$ cat config.mk
export PLATFORM = sky130hd
export DESIGN_NAME = ascon_ctrl_fsm
export DESIGN_NICKNAME = d
export VERILOG_FILES = /design/src/rtl/ascon_pack.sv /design/src/rtl/ascon_round_counter.sv /design/src/rtl/ascon_ctrl_fsm.sv
export SDC_FILE = /design/constraint.sdc
export NUM_CORES = 1
export LEC_CHECK = 0
export ABC_AREA = 1
export BUFFER_PORTS_ARGS = -buffer_cell sky130_fd_sc_hd__buf_2
export CAP_MARGIN = 10
export CORE_MARGIN = 1.5
export CORE_UTILIZATION = 50
export DETAILED_ROUTE_END_ITERATION = 6
export HOLD_SLACK_MARGIN = 0.06
export PLACE_DENSITY = 0.69
export SETUP_SLACK_MARGIN = 0.05
export SYNTH_ARGS = -nofsm -noshare
export SYNTH_HDL_FRONTEND = slang
export SYNTH_SLANG_ARGS = --single-unit
$ cat constraint.sdc
create_clock -name clock_i -period 1.7 [get_ports clock_i]
set_clock_uncertainty 0.15 [all_clocks]
set_input_delay 0.085 -clock clock_i [delete_from_list [all_inputs] [get_ports clock_i]]
set_output_delay 0.085 -clock clock_i [all_outputs]
set_load 0.01 [all_outputs]
$ cat src/rtl/ascon_pack.sv
// rtl/ascon_pack.sv - shared Ascon-128 controller types and constants
package ascon_pack;

    localparam int ROUNDS_A_C = 12;
    localparam int ROUNDS_B_C = 6;
    localparam int ROUND_W_C  = 4;

    typedef enum logic [2:0] {
        ST_IDLE,
        ST_INIT,
        ST_WAIT_AD,
        ST_AD_PERM,
        ST_WAIT_PT,
        ST_PT_PERM,
        ST_FINAL,
        ST_DONE
    } type_ctrl_state;

endpackage

$ cat src/rtl/ascon_round_counter.sv
// rtl/ascon_round_counter.sv - permutation round index counter with load and last-round flag
module ascon_round_counter
    import ascon_pack::*;
#(
    parameter int ROUNDS_A = ROUNDS_A_C
) (
    input  logic                 clock_i,
    input  logic                 resetb_i,
    input  logic                 load_i,
    input  logic [ROUND_W_C-1:0] load_val_i,
    input  logic                 en_i,
    output logic [ROUND_W_C-1:0] rnd_o,
    output logic                 last_o
);

    localparam logic [ROUND_W_C-1:0] RND_LAST = ROUND_W_C'(ROUNDS_A - 1);

    logic [ROUND_W_C-1:0] rnd_q;

    // Load wins over increment so a new permutation can start on any cycle.
    always_ff @(posedge clock_i) begin
        if (!resetb_i) begin
            rnd_q <= '0;
        end else if (load_i) begin
            rnd_q <= load_val_i;
        end else if (en_i) begin
            rnd_q <= rnd_q + ROUND_W_C'(1);
        end
    end

    assign rnd_o  = rnd_q;
    assign last_o = (rnd_q == RND_LAST);

endmodule

$ cat src/rtl/ascon_ctrl_fsm.sv
// rtl/ascon_ctrl_fsm.sv - Ascon-128 encryption sequencing controller
module ascon_ctrl_fsm
    import ascon_pack::*;
#(
    parameter int AD_BLOCKS = 1,
    parameter int PT_BLOCKS = 4,
    parameter int ROUNDS_A  = ROUNDS_A_C,
    parameter int ROUNDS_B  = ROUNDS_B_C
) (
    input  logic       clock_i,
    input  logic       resetb_i,
    input  logic       start_i,
    input  logic       data_valid_i,
    output logic       data_ready_o,
    output logic [3:0] round_o,
    output logic       en_reg_state_o,
    output logic       init_state_o,
    output logic       en_xor_data_o,
    output logic       en_xor_key_begin_o,
    output logic       en_xor_key_o,
    output logic       en_xor_lsb_o,
    output logic       en_cipher_o,
    output logic       en_tag_o,
    output logic       done_o
);

    localparam int BLK_MAX = (AD_BLOCKS > PT_BLOCKS) ? AD_BLOCKS : PT_BLOCKS;
    localparam int BLK_W   = $clog2(BLK_MAX + 1);

    localparam logic [BLK_W-1:0]     AD_LAST = (AD_BLOCKS > 0) ? BLK_W'(AD_BLOCKS - 1) : '0;
    localparam logic [BLK_W-1:0]     PT_LAST = BLK_W'(PT_BLOCKS - 1);
    localparam logic [ROUND_W_C-1:0] RND_B0  = ROUND_W_C'(ROUNDS_A - ROUNDS_B);
    localparam logic [ROUND_W_C-1:0] RND_B1  = ROUND_W_C'(ROUNDS_A - ROUNDS_B + 1);

    type_ctrl_state       state_q, state_d;
    logic [BLK_W-1:0]     blk_q, blk_d;
    logic [ROUND_W_C-1:0] rnd_q;
    logic                 rnd_last;
    logic                 rnd_load;
    logic [ROUND_W_C-1:0] rnd_load_val;
    logic                 rnd_en;

    ascon_round_counter #(
        .ROUNDS_A (ROUNDS_A)
    ) u_round_counter (
        .clock_i    (clock_i),
        .resetb_i   (resetb_i),
        .load_i     (rnd_load),
        .load_val_i (rnd_load_val),
        .en_i       (rnd_en),
        .rnd_o      (rnd_q),
        .last_o     (rnd_last)
    );

    always_ff @(posedge clock_i) begin
        if (!resetb_i) begin
            state_q <= ST_IDLE;
            blk_q   <= '0;
        end else begin
            state_q <= state_d;
            blk_q   <= blk_d;
        end
    end

    always_comb begin
        state_d            = state_q;
        blk_d              = blk_q;
        rnd_load           = 1'b0;
        rnd_load_val       = '0;
        rnd_en             = 1'b0;
        data_ready_o       = 1'b0;
        round_o            = '0;
        en_reg_state_o     = 1'b0;
        init_state_o       = 1'b0;
        en_xor_data_o      = 1'b0;
        en_xor_key_begin_o = 1'b0;
        en_xor_key_o       = 1'b0;
        en_xor_lsb_o       = 1'b0;
        en_cipher_o        = 1'b0;
        en_tag_o           = 1'b0;
        done_o             = 1'b0;

        unique case (state_q)
            ST_IDLE, ST_DONE: begin
                done_o = (state_q == ST_DONE);
                if (start_i) begin
                    state_d      = ST_INIT;
                    blk_d        = '0;
                    rnd_load     = 1'b1;
                    rnd_load_val = '0;
                end
            end

            ST_INIT: begin
                round_o        = rnd_q;
                en_reg_state_o = 1'b1;
                init_state_o   = (rnd_q == '0);
                rnd_en         = !rnd_last;
                if (rnd_last) begin
                    en_xor_key_o = 1'b1;
                    if (AD_BLOCKS == 0) begin
                        // No AD: domain separation folds into the init tail.
                        en_xor_lsb_o = 1'b1;
                        state_d      = ST_WAIT_PT;
                    end else begin
                        state_d = ST_WAIT_AD;
                    end
                end
            end

            ST_WAIT_AD: begin
                data_ready_o = 1'b1;
                if (data_valid_i) begin
                    en_xor_data_o  = 1'b1;
                    en_reg_state_o = 1'b1;
                    round_o        = RND_B0;
                    rnd_load       = 1'b1;
                    rnd_load_val   = RND_B1;
                    state_d        = ST_AD_PERM;
                end
            end

            ST_AD_PERM: begin
                round_o        = rnd_q;
                en_reg_state_o = 1'b1;
                rnd_en         = !rnd_last;
                if (rnd_last) begin
                    if (blk_q == AD_LAST) begin
                        en_xor_lsb_o = 1'b1;
                        blk_d        = '0;
                        state_d      = ST_WAIT_PT;
                    end else begin
                        blk_d   = blk_q + BLK_W'(1);
                        state_d = ST_WAIT_AD;
                    end
                end
            end

            ST_WAIT_PT: begin
                data_ready_o = 1'b1;
                if (data_valid_i) begin
                    en_xor_data_o  = 1'b1;
                    en_cipher_o    = 1'b1;
                    en_reg_state_o = 1'b1;
                    rnd_load       = 1'b1;
                    if (blk_q == PT_LAST) begin
                        // Last block absorb doubles as the first finalisation round.
                        en_xor_key_begin_o = 1'b1;
                        round_o            = '0;
                        rnd_load_val       = ROUND_W_C'(1);
                        state_d            = ST_FINAL;
                    end else begin
                        round_o      = RND_B0;
                        rnd_load_val = RND_B1;
                        state_d      = ST_PT_PERM;
                    end
                end
            end

            ST_PT_PERM: begin
                round_o        = rnd_q;
                en_reg_state_o = 1'b1;
                rnd_en         = !rnd_last;
                if (rnd_last) begin
                    blk_d   = blk_q + BLK_W'(1);
                    state_d = ST_WAIT_PT;
                end
            end

            ST_FINAL: begin
                round_o        = rnd_q;
                en_reg_state_o = 1'b1;
                rnd_en         = !rnd_last;
                if (rnd_last) begin
                    en_xor_key_o = 1'b1;
                    en_tag_o     = 1'b1;
                    state_d      = ST_DONE;
                end
            end

            default: begin
                state_d = ST_IDLE;
            end
        endcase
    end

endmodule

==> flow_results.xml, run 1 <==
<?xml version="1.0" encoding="UTF-8"?>
<metrics>
  <group name="run_status">
    <metric name="outcome" unit="">complete, but fails checks</metric>
    <metric name="failed_checks" unit="">negative setup slack</metric>
  </group>
  <group name="cells_and_area">
    <metric name="layout-drive-gt1-share" unit="%">33.3</metric>
    <metric name="final_cell_mix" unit="">sky130_fd_sc_hd__nand2_1 (31), sky130_fd_sc_hd__nor2_1 (30), sky130_fd_sc_hd__inv_1 (20)</metric>
    <metric name="final_common_cell" unit="">sky130_fd_sc_hd__nand2_1</metric>
    <metric name="instances_no_fill" unit="">205</metric>
    <metric name="syn_to_layout_area_delta" unit="%">30.3</metric>
    <metric name="finalNetCount" unit="">192</metric>
    <metric name="antenna_cells" unit="">0</metric>
  </group>
  <group name="power_and_ir_drop">
    <metric name="power_density" unit="mW/mm^2">1710</metric>
    <metric name="finalPower" unit="uW">2050</metric>
    <metric name="peakVddDrop" unit="mV">1.00</metric>
    <metric name="p_leak" unit="uW">0.000671</metric>
  </group>
  <group name="worst_setup_path">
    <metric name="critPathKind" unit="">flip-flop to output port</metric>
    <metric name="reg2reg_to" unit="">u_round_counter.rnd_o[1]</metric>
    <metric name="critical_path.startpoint" unit="">blk_q[0]</metric>
    <metric name="worst_setup_path_start_kind" unit="">flip-flop</metric>
    <metric name="ff2ff_setup_slack" unit="ns">0.11</metric>
    <metric name="worstSetupEndpoint" unit="">round_o[2]</metric>
    <metric name="timing.reg2reg.worst_path_depth" unit="">9</metric>
    <metric name="cp_data_required_time" unit="ns">1.46</metric>
    <metric name="worst_path_fanout_max" unit="">3</metric>
    <metric name="worst-endpoint-arrival" unit="ns">1.47</metric>
    <metric name="worstReg2RegStart" unit="">blk_q[0]</metric>
    <metric name="critical_path.endpoint_type" unit="">output port</metric>
  </group>
  <group name="cts">
    <metric name="clk_pin_slew_worst_paths" unit="ns">0.07</metric>
    <metric name="cts_tree" unit="">yes</metric>
    <metric name="tritoncts_num_sinks" unit="">10</metric>
    <metric name="clock_tree_root" unit="">sky130_fd_sc_hd__clkbuf_4</metric>
    <metric name="clock_insertion_delay_worst_skew" unit="ns">0.26</metric>
    <metric name="h_tree_depth_reported_by_cts" unit="">1</metric>
    <metric name="cts_max_path_buffers" unit="">2</metric>
    <metric name="numCtsBuffers" unit="">3</metric>
  </group>
  <group name="die">
    <metric name="die_height" unit="microns">45.9</metric>
    <metric name="num_rows" unit="">15</metric>
    <metric name="die-area" unit="sq mm">0.00211</metric>
    <metric name="top_level_ports" unit="">18</metric>
    <metric name="floorplan.initialDensity" unit="%">53.3</metric>
    <metric name="die_w" unit="microns">45.9</metric>
    <metric name="core_region_area" unit="sq mm">0.00173</metric>
  </group>
  <group name="timing">
    <metric name="worst_slew_margin_relative_to_its_limit" unit="%">85.0</metric>
    <metric name="slew_viol_final" unit="">0</metric>
    <metric name="worst_case_setup_margin_in_the_final_layout" unit="ns">-0.00662</metric>
    <metric name="post_route_hold_slack" unit="ns">0.110</metric>
    <metric name="timing.final.setup_violations" unit="">2</metric>
    <metric name="hold_viol_final" unit="">0</metric>
    <metric name="worst-slew-pin-transition" unit="ns">0.225</metric>
    <metric name="period_share" unit="%">100</metric>
    <metric name="rsz0062_at_grt" unit="">yes</metric>
    <metric name="achievable-frequency" unit="GHz">0.586</metric>
    <metric name="finalCriticalPeriod" unit="ns">1.71</metric>
  </group>
  <group name="global_route">
    <metric name="track_usage" unit="%">24.8</metric>
    <metric name="grt-ovfl-total" unit="">0</metric>
    <metric name="first_pass_grt_wire_length" unit="mm">3.75</metric>
    <metric name="grt_antenna_before_repair" unit="">0</metric>
    <metric name="largest_net_degree_at_the_start_of_global_routing" unit="">12</metric>
    <metric name="first_global_vias" unit="">856</metric>
  </group>
  <group name="synthesis">
    <metric name="postSynth.asyncResetShare" unit="%">0</metric>
    <metric name="synth_seq_area_share" unit="%">21.7</metric>
    <metric name="syn_avg_cell_area" unit="sq um">6.02</metric>
    <metric name="dominantRegCellSynth" unit="">sky130_fd_sc_hd__dfxtp_1</metric>
    <metric name="ys_seq_elements" unit="">10</metric>
    <metric name="syn-cell-area" unit="sq um">921</metric>
    <metric name="synth_edf_count" unit="">0</metric>
    <metric name="synth_fp_nets" unit="">163</metric>
    <metric name="yosys_warnings" unit="">0</metric>
    <metric name="synthesis.instances" unit="">153</metric>
    <metric name="netlist-cell-type-count" unit="">20</metric>
  </group>
  <group name="run">
    <metric name="maxCapViolCount" unit="">0</metric>
  </group>
  <group name="route">
    <metric name="met1_routed_wirelength_after_detailed_routing" unit="mm">1.11</metric>
    <metric name="dr.max_layer_used" unit="">met4</metric>
    <metric name="routed_wirelength" unit="mm">2.39</metric>
    <metric name="wl_met3" unit="microns">178</metric>
    <metric name="drt_iter0_markers" unit="">52</metric>
    <metric name="dr_total_vias" unit="">1046</metric>
    <metric name="remaining_drc_errors" unit="">0</metric>
    <metric name="met2WireLength" unit="mm">1.06</metric>
    <metric name="drt-wirelength-per-cell" unit="microns">11.6</metric>
    <metric name="first_pass_iters" unit="">4</metric>
    <metric name="via_per_inst" unit="">5.10</metric>
    <metric name="route.antenna.remaining_nets" unit="">0</metric>
  </group>
  <group name="placement">
    <metric name="post-dp-hpwl" unit="mm">1.73</metric>
    <metric name="port_buffers" unit="">17</metric>
    <metric name="dp.cells" unit="">196</metric>
    <metric name="routability_driven_placement_congestion_ratio" unit="">0.880</metric>
  </group>
  <group name="min_path">
    <metric name="hold_path_class" unit="">input port to flip-flop</metric>
  </group>
</metrics>
==> flip-flops by register name, summed over array words and instances (netlist names) <==
register / flops
state_q: 3
blk_q: 3
u_round_counter.rnd_o: 4
==> per-layer routing <==
layer,GRT usage [%],vias to the layer above
li1,-,539
met1,34.2,456
met2,38.1,47
met3,3.97,4
met4,10.3,0
met5,0,-
==> layout make-up <==
cell class                 instances  area (sq um)
sequential                        10           214
timing repair buffer              26           156
fill                             170           527
multi-input combinational        116           679
inverter                          25          96.3
clock buffer                       3          22.5
tap                               25          31.3
==> through the flow <==
step	setup TNS (ns)	utilization, %	worst slack (ns)	cell area, sq um
global placement	0	60.5	0.0811	1040
detailed placement	0	60.5	0.0446	1040
CTS	-0.00246	66.2	-0.00246	1140
global route	-0.168	69.5	-0.0906	1200
floorplan	0	-	0.246	921
finish	-0.00756	69.5	-0.00662	1200
==> critical path, cell delays in order (launching register included) <==
cell,delay (ns)
sky130_fd_sc_hd__dfxtp_2,0.34
sky130_fd_sc_hd__ha_4,0.16
sky130_fd_sc_hd__ha_4,0.14
sky130_fd_sc_hd__nand3b_1,0.18
sky130_fd_sc_hd__nand2_1,0.11
sky130_fd_sc_hd__nand2_2,0.07
sky130_fd_sc_hd__o21ai_1,0.07
sky130_fd_sc_hd__buf_2,0.14
==> how the worst min path moves through the flow <==
stage               startpoint                        to  slack, ns  cells after the start
floorplan             resetb_i                  blk_q[1]       0.06                      2
global placement      resetb_i                  blk_q[1]       0.23                      3
detailed placement    resetb_i                  blk_q[1]       0.24                      3
CTS                    start_i  u_round_counter.rnd_o[1]       0.09                      4
global route           start_i  u_round_counter.rnd_o[1]       0.11                      4
finish                 start_i  u_round_counter.rnd_o[1]       0.11                      4
==> power breakdown <==
| part | leakage, uW | switching (uW) | internal (uW) | total (uW) |
|---|---|---|---|---|
| Combinational | 0.000573 | 859 | 540 | 1400 |
| Clock | 0.0000138 | 80.4 | 81.7 | 162 |
| Sequential | 0.0000850 | 138 | 351 | 489 |
| Total | 0.000671 | 1080 | 973 | 2050 |
==> repair_timing <==
item,CTS,global route
hold endpoints to repair,9,0
setup endpoints to repair,11,16
resized for setup,15,13
pin swaps,2,3
hold buffers,1,0
buffers inserted,3,2
==> synth_stat cells (3+ instances only) <==
master | n | area share, %
sky130_fd_sc_hd__nand2_1 | 32 | 13
sky130_fd_sc_hd__nor2_1 | 32 | 13
sky130_fd_sc_hd__inv_1 | 22 | 9.0
sky130_fd_sc_hd__nand3_1 | 12 | 6.5
sky130_fd_sc_hd__dfxtp_1 | 10 | 22
sky130_fd_sc_hd__a21oi_1 | 6 | 3.3
sky130_fd_sc_hd__ha_1 | 6 | 8.2
sky130_fd_sc_hd__nand2_2 | 6 | 4.1
sky130_fd_sc_hd__nand4_1 | 5 | 3.4
sky130_fd_sc_hd__inv_2 | 3 | 1.2
sky130_fd_sc_hd__nand3_2 | 3 | 3.3
sky130_fd_sc_hd__o21ai_0 | 3 | 1.6
sky130_fd_sc_hd__o21ai_1 | 3 | 1.6
==> cells by family after synthesis <==
| group | synth area share (%) |
|---|---|
| AO/OA/AOI/OAI | 7.34 |
| XOR/XNOR | 0.951 |
| adder cells (fa/ha/maj) | 8.15 |
| buffers and inverters | 11.8 |
| flip-flops | 21.7 |
| AND/OR/NAND/NOR | 50.0 |
No activity file was read; power rests on OpenSTA's default activity.
==> run 2: changes to the inputs <==
--- a/config.mk
+++ b/config.mk
@@ -12,7 +12,7 @@
 export CORE_UTILIZATION = 50
 export DETAILED_ROUTE_END_ITERATION = 6
 export HOLD_SLACK_MARGIN = 0.06
-export PLACE_DENSITY = 0.69
+export PLACE_DENSITY_LB_ADDON = 0.1
 export SETUP_SLACK_MARGIN = 0.05
 export SYNTH_ARGS = -nofsm -noshare
 export SYNTH_HDL_FRONTEND = slang
==> flow_results.xml, run 2 (same netlist as run 1, synthesis figures left out) <==
<?xml version="1.0" encoding="UTF-8"?>
<metrics>
  <group name="die">
    <metric name="floorplan.initialDensity" unit="%">53.3</metric>
    <metric name="core_region_area" unit="sq mm">0.00173</metric>
    <metric name="die_height" unit="microns">45.9</metric>
    <metric name="num_rows" unit="">15</metric>
    <metric name="die-area" unit="sq mm">0.00211</metric>
    <metric name="die_w" unit="microns">45.9</metric>
    <metric name="top_level_ports" unit="">18</metric>
  </group>
  <group name="route">
    <metric name="via_per_inst" unit="">5.19</metric>
    <metric name="drt_iter0_markers" unit="">64</metric>
    <metric name="dr_total_vias" unit="">1058</metric>
    <metric name="routed_wirelength" unit="mm">2.55</metric>
    <metric name="route.antenna.remaining_nets" unit="">0</metric>
    <metric name="drt-wirelength-per-cell" unit="microns">12.5</metric>
    <metric name="first_pass_iters" unit="">4</metric>
    <metric name="remaining_drc_errors" unit="">0</metric>
  </group>
  <group name="timing">
    <metric name="period_share" unit="%">99.8</metric>
    <metric name="hold_viol_final" unit="">0</metric>
    <metric name="timing.final.setup_violations" unit="">0</metric>
    <metric name="worst-slew-pin-transition" unit="ns">0.248</metric>
    <metric name="worst_slew_margin_relative_to_its_limit" unit="%">83.4</metric>
    <metric name="setup-tns-final" unit="ns">0</metric>
    <metric name="slew_viol_final" unit="">0</metric>
    <metric name="finalCriticalPeriod" unit="ns">1.70</metric>
    <metric name="worst_case_setup_margin_in_the_final_layout" unit="ns">0.00423</metric>
    <metric name="rsz0062_at_grt" unit="">yes</metric>
    <metric name="achievable-frequency" unit="GHz">0.590</metric>
  </group>
  <group name="run">
    <metric name="maxCapViolCount" unit="">0</metric>
  </group>
  <group name="worst_setup_path">
    <metric name="ff2ff_setup_slack" unit="ns">0.09</metric>
    <metric name="cp_data_required_time" unit="ns">1.46</metric>
    <metric name="worstReg2RegStart" unit="">blk_q[0]</metric>
    <metric name="worst_path_fanout_max" unit="">3</metric>
    <metric name="worst_setup_path_start_kind" unit="">flip-flop</metric>
    <metric name="reg2reg_to" unit="">state_q[2]</metric>
    <metric name="timing.reg2reg.worst_path_depth" unit="">10</metric>
    <metric name="critical_path.endpoint_type" unit="">output port</metric>
    <metric name="worst-endpoint-arrival" unit="ns">1.46</metric>
    <metric name="critPathKind" unit="">flip-flop to output port</metric>
  </group>
  <group name="power_and_ir_drop">
    <metric name="p_leak" unit="uW">0.000675</metric>
    <metric name="finalPower" unit="uW">2110</metric>
    <metric name="power_density" unit="mW/mm^2">1720</metric>
    <metric name="peakVddDrop" unit="mV">1.15</metric>
  </group>
  <group name="cells_and_area">
    <metric name="final_cell_mix" unit="">sky130_fd_sc_hd__nand2_1 (30), sky130_fd_sc_hd__nor2_1 (30), sky130_fd_sc_hd__inv_1 (20)</metric>
    <metric name="finalNetCount" unit="">190</metric>
    <metric name="share_of_the_core_filled_with_cells_in_the_final_layout" unit="%">70.9</metric>
    <metric name="layout-drive-gt1-share" unit="%">34.6</metric>
    <metric name="largest_register_ffs" unit="">4</metric>
    <metric name="antenna_cells" unit="">0</metric>
    <metric name="syn_to_layout_area_delta" unit="%">33.0</metric>
  </group>
  <group name="run_status">
    <metric name="outcome" unit="">complete, no violations</metric>
  </group>
  <group name="global_route">
    <metric name="largest_net_degree_at_the_start_of_global_routing" unit="">12</metric>
    <metric name="grt_antenna_before_repair" unit="">0</metric>
    <metric name="first_pass_grt_wire_length" unit="mm">3.67</metric>
    <metric name="track_usage" unit="%">23.7</metric>
    <metric name="grt-ovfl-total" unit="">0</metric>
    <metric name="first_global_vias" unit="">838</metric>
  </group>
  <group name="min_path">
    <metric name="worstHoldStart" unit="">start_i</metric>
    <metric name="hold_end" unit="">u_round_counter.rnd_o[1]</metric>
    <metric name="hold_path_depth" unit="">4</metric>
    <metric name="hold_path_class" unit="">input port to flip-flop</metric>
  </group>
  <group name="placement">
    <metric name="port_buffers" unit="">17</metric>
    <metric name="dpl_worst_slack" unit="ns">0.0556</metric>
    <metric name="routability_driven_placement_congestion_ratio" unit="">0.991</metric>
    <metric name="post-dp-hpwl" unit="mm">1.74</metric>
  </group>
  <group name="cts">
    <metric name="numCtsBuffers" unit="">3</metric>
    <metric name="h_tree_depth_reported_by_cts" unit="">1</metric>
    <metric name="clk_pin_slew_worst_paths" unit="ns">0.07</metric>
    <metric name="tritoncts_num_sinks" unit="">10</metric>
    <metric name="clock_insertion_delay_worst_skew" unit="ns">0.26</metric>
    <metric name="cts_max_path_buffers" unit="">2</metric>
    <metric name="clock_tree_root" unit="">sky130_fd_sc_hd__clkbuf_4</metric>
    <metric name="cts_tree" unit="">yes</metric>
  </group>
</metrics>
[run 2: repair_timing]
action | 4_1_cts | 5_1_grt
pin swaps | 2 | 3
endpoints found under the setup margin | 10 | 13
endpoints found under the hold margin | 9 | 0
resized for setup | 16 | 17
cloned | 0 | 0
setup buffers | 2 | 2
hold buffers | 1 | 0
[run 2: layout make-up]
type	count	area [sq um]
Clock buffer	4	36.3
Fill cell	147	502
Inverter	25	96.3
Multi-Input combinational cell	116	703
Sequential cell	10	218
Tap cell	25	31.3
Timing Repair Buffer	24	140
[run 2: how the worst max path moves through the flow]
stage	to	startpoint	slack [ns]
CTS	round_o[1]	blk_q[1]	-0.01
global placement	blk_q[2]	u_round_counter.rnd_o[0]	0.08
global route	round_o[1]	blk_q[1]	-0.09
floorplan	blk_q[2]	u_round_counter.rnd_o[0]	0.25
finish	round_o[2]	blk_q[1]	0.004
detailed placement	blk_q[2]	u_round_counter.rnd_o[0]	0.06
[run 2: routing by layer]
| metal | vias to the layer above | wire (microns) | track usage (%) |
|---|---|---|---|
| met5 | - | 0 | 0 |
| met4 | 0 | 58 | 10.3 |
| met3 | 9 | 183 | 1.19 |
| met2 | 42 | 1240 | 34.4 |
| met1 | 468 | 1070 | 35.4 |
| li1 | 539 | - | - |
[run 2: power breakdown]
group          leakage [uW]  switching, uW  total, uW  internal [uW]
combinational      0.000568            863       1380            518
clock             0.0000210           82.0        212            130
sequential        0.0000856            156        515            359
total              0.000675           1100       2110           1010
[run 2: critical path, cell delays in order, from the launching register on]
cell                       delay (ns)
sky130_fd_sc_hd__dfxtp_2         0.34
sky130_fd_sc_hd__ha_4            0.17
sky130_fd_sc_hd__ha_4            0.14
sky130_fd_sc_hd__nand3b_1        0.19
sky130_fd_sc_hd__nand2_1         0.10
sky130_fd_sc_hd__nand2_2         0.06
sky130_fd_sc_hd__o21ai_1         0.06
sky130_fd_sc_hd__buf_2           0.14
[run 2: stage by stage]
| step | area (sq um) | instances | hold WS [ns] |
|---|---|---|---|
| global placement | 1040 | 195 | 0.234 |
| finish | 1220 | 204 | 0.116 |
| global route | 1220 | 204 | 0.116 |
| CTS | 1150 | 202 | 0.0976 |
| floorplan | 921 | 153 | 0.0554 |
| detailed placement | 1040 | 195 | 0.236 |
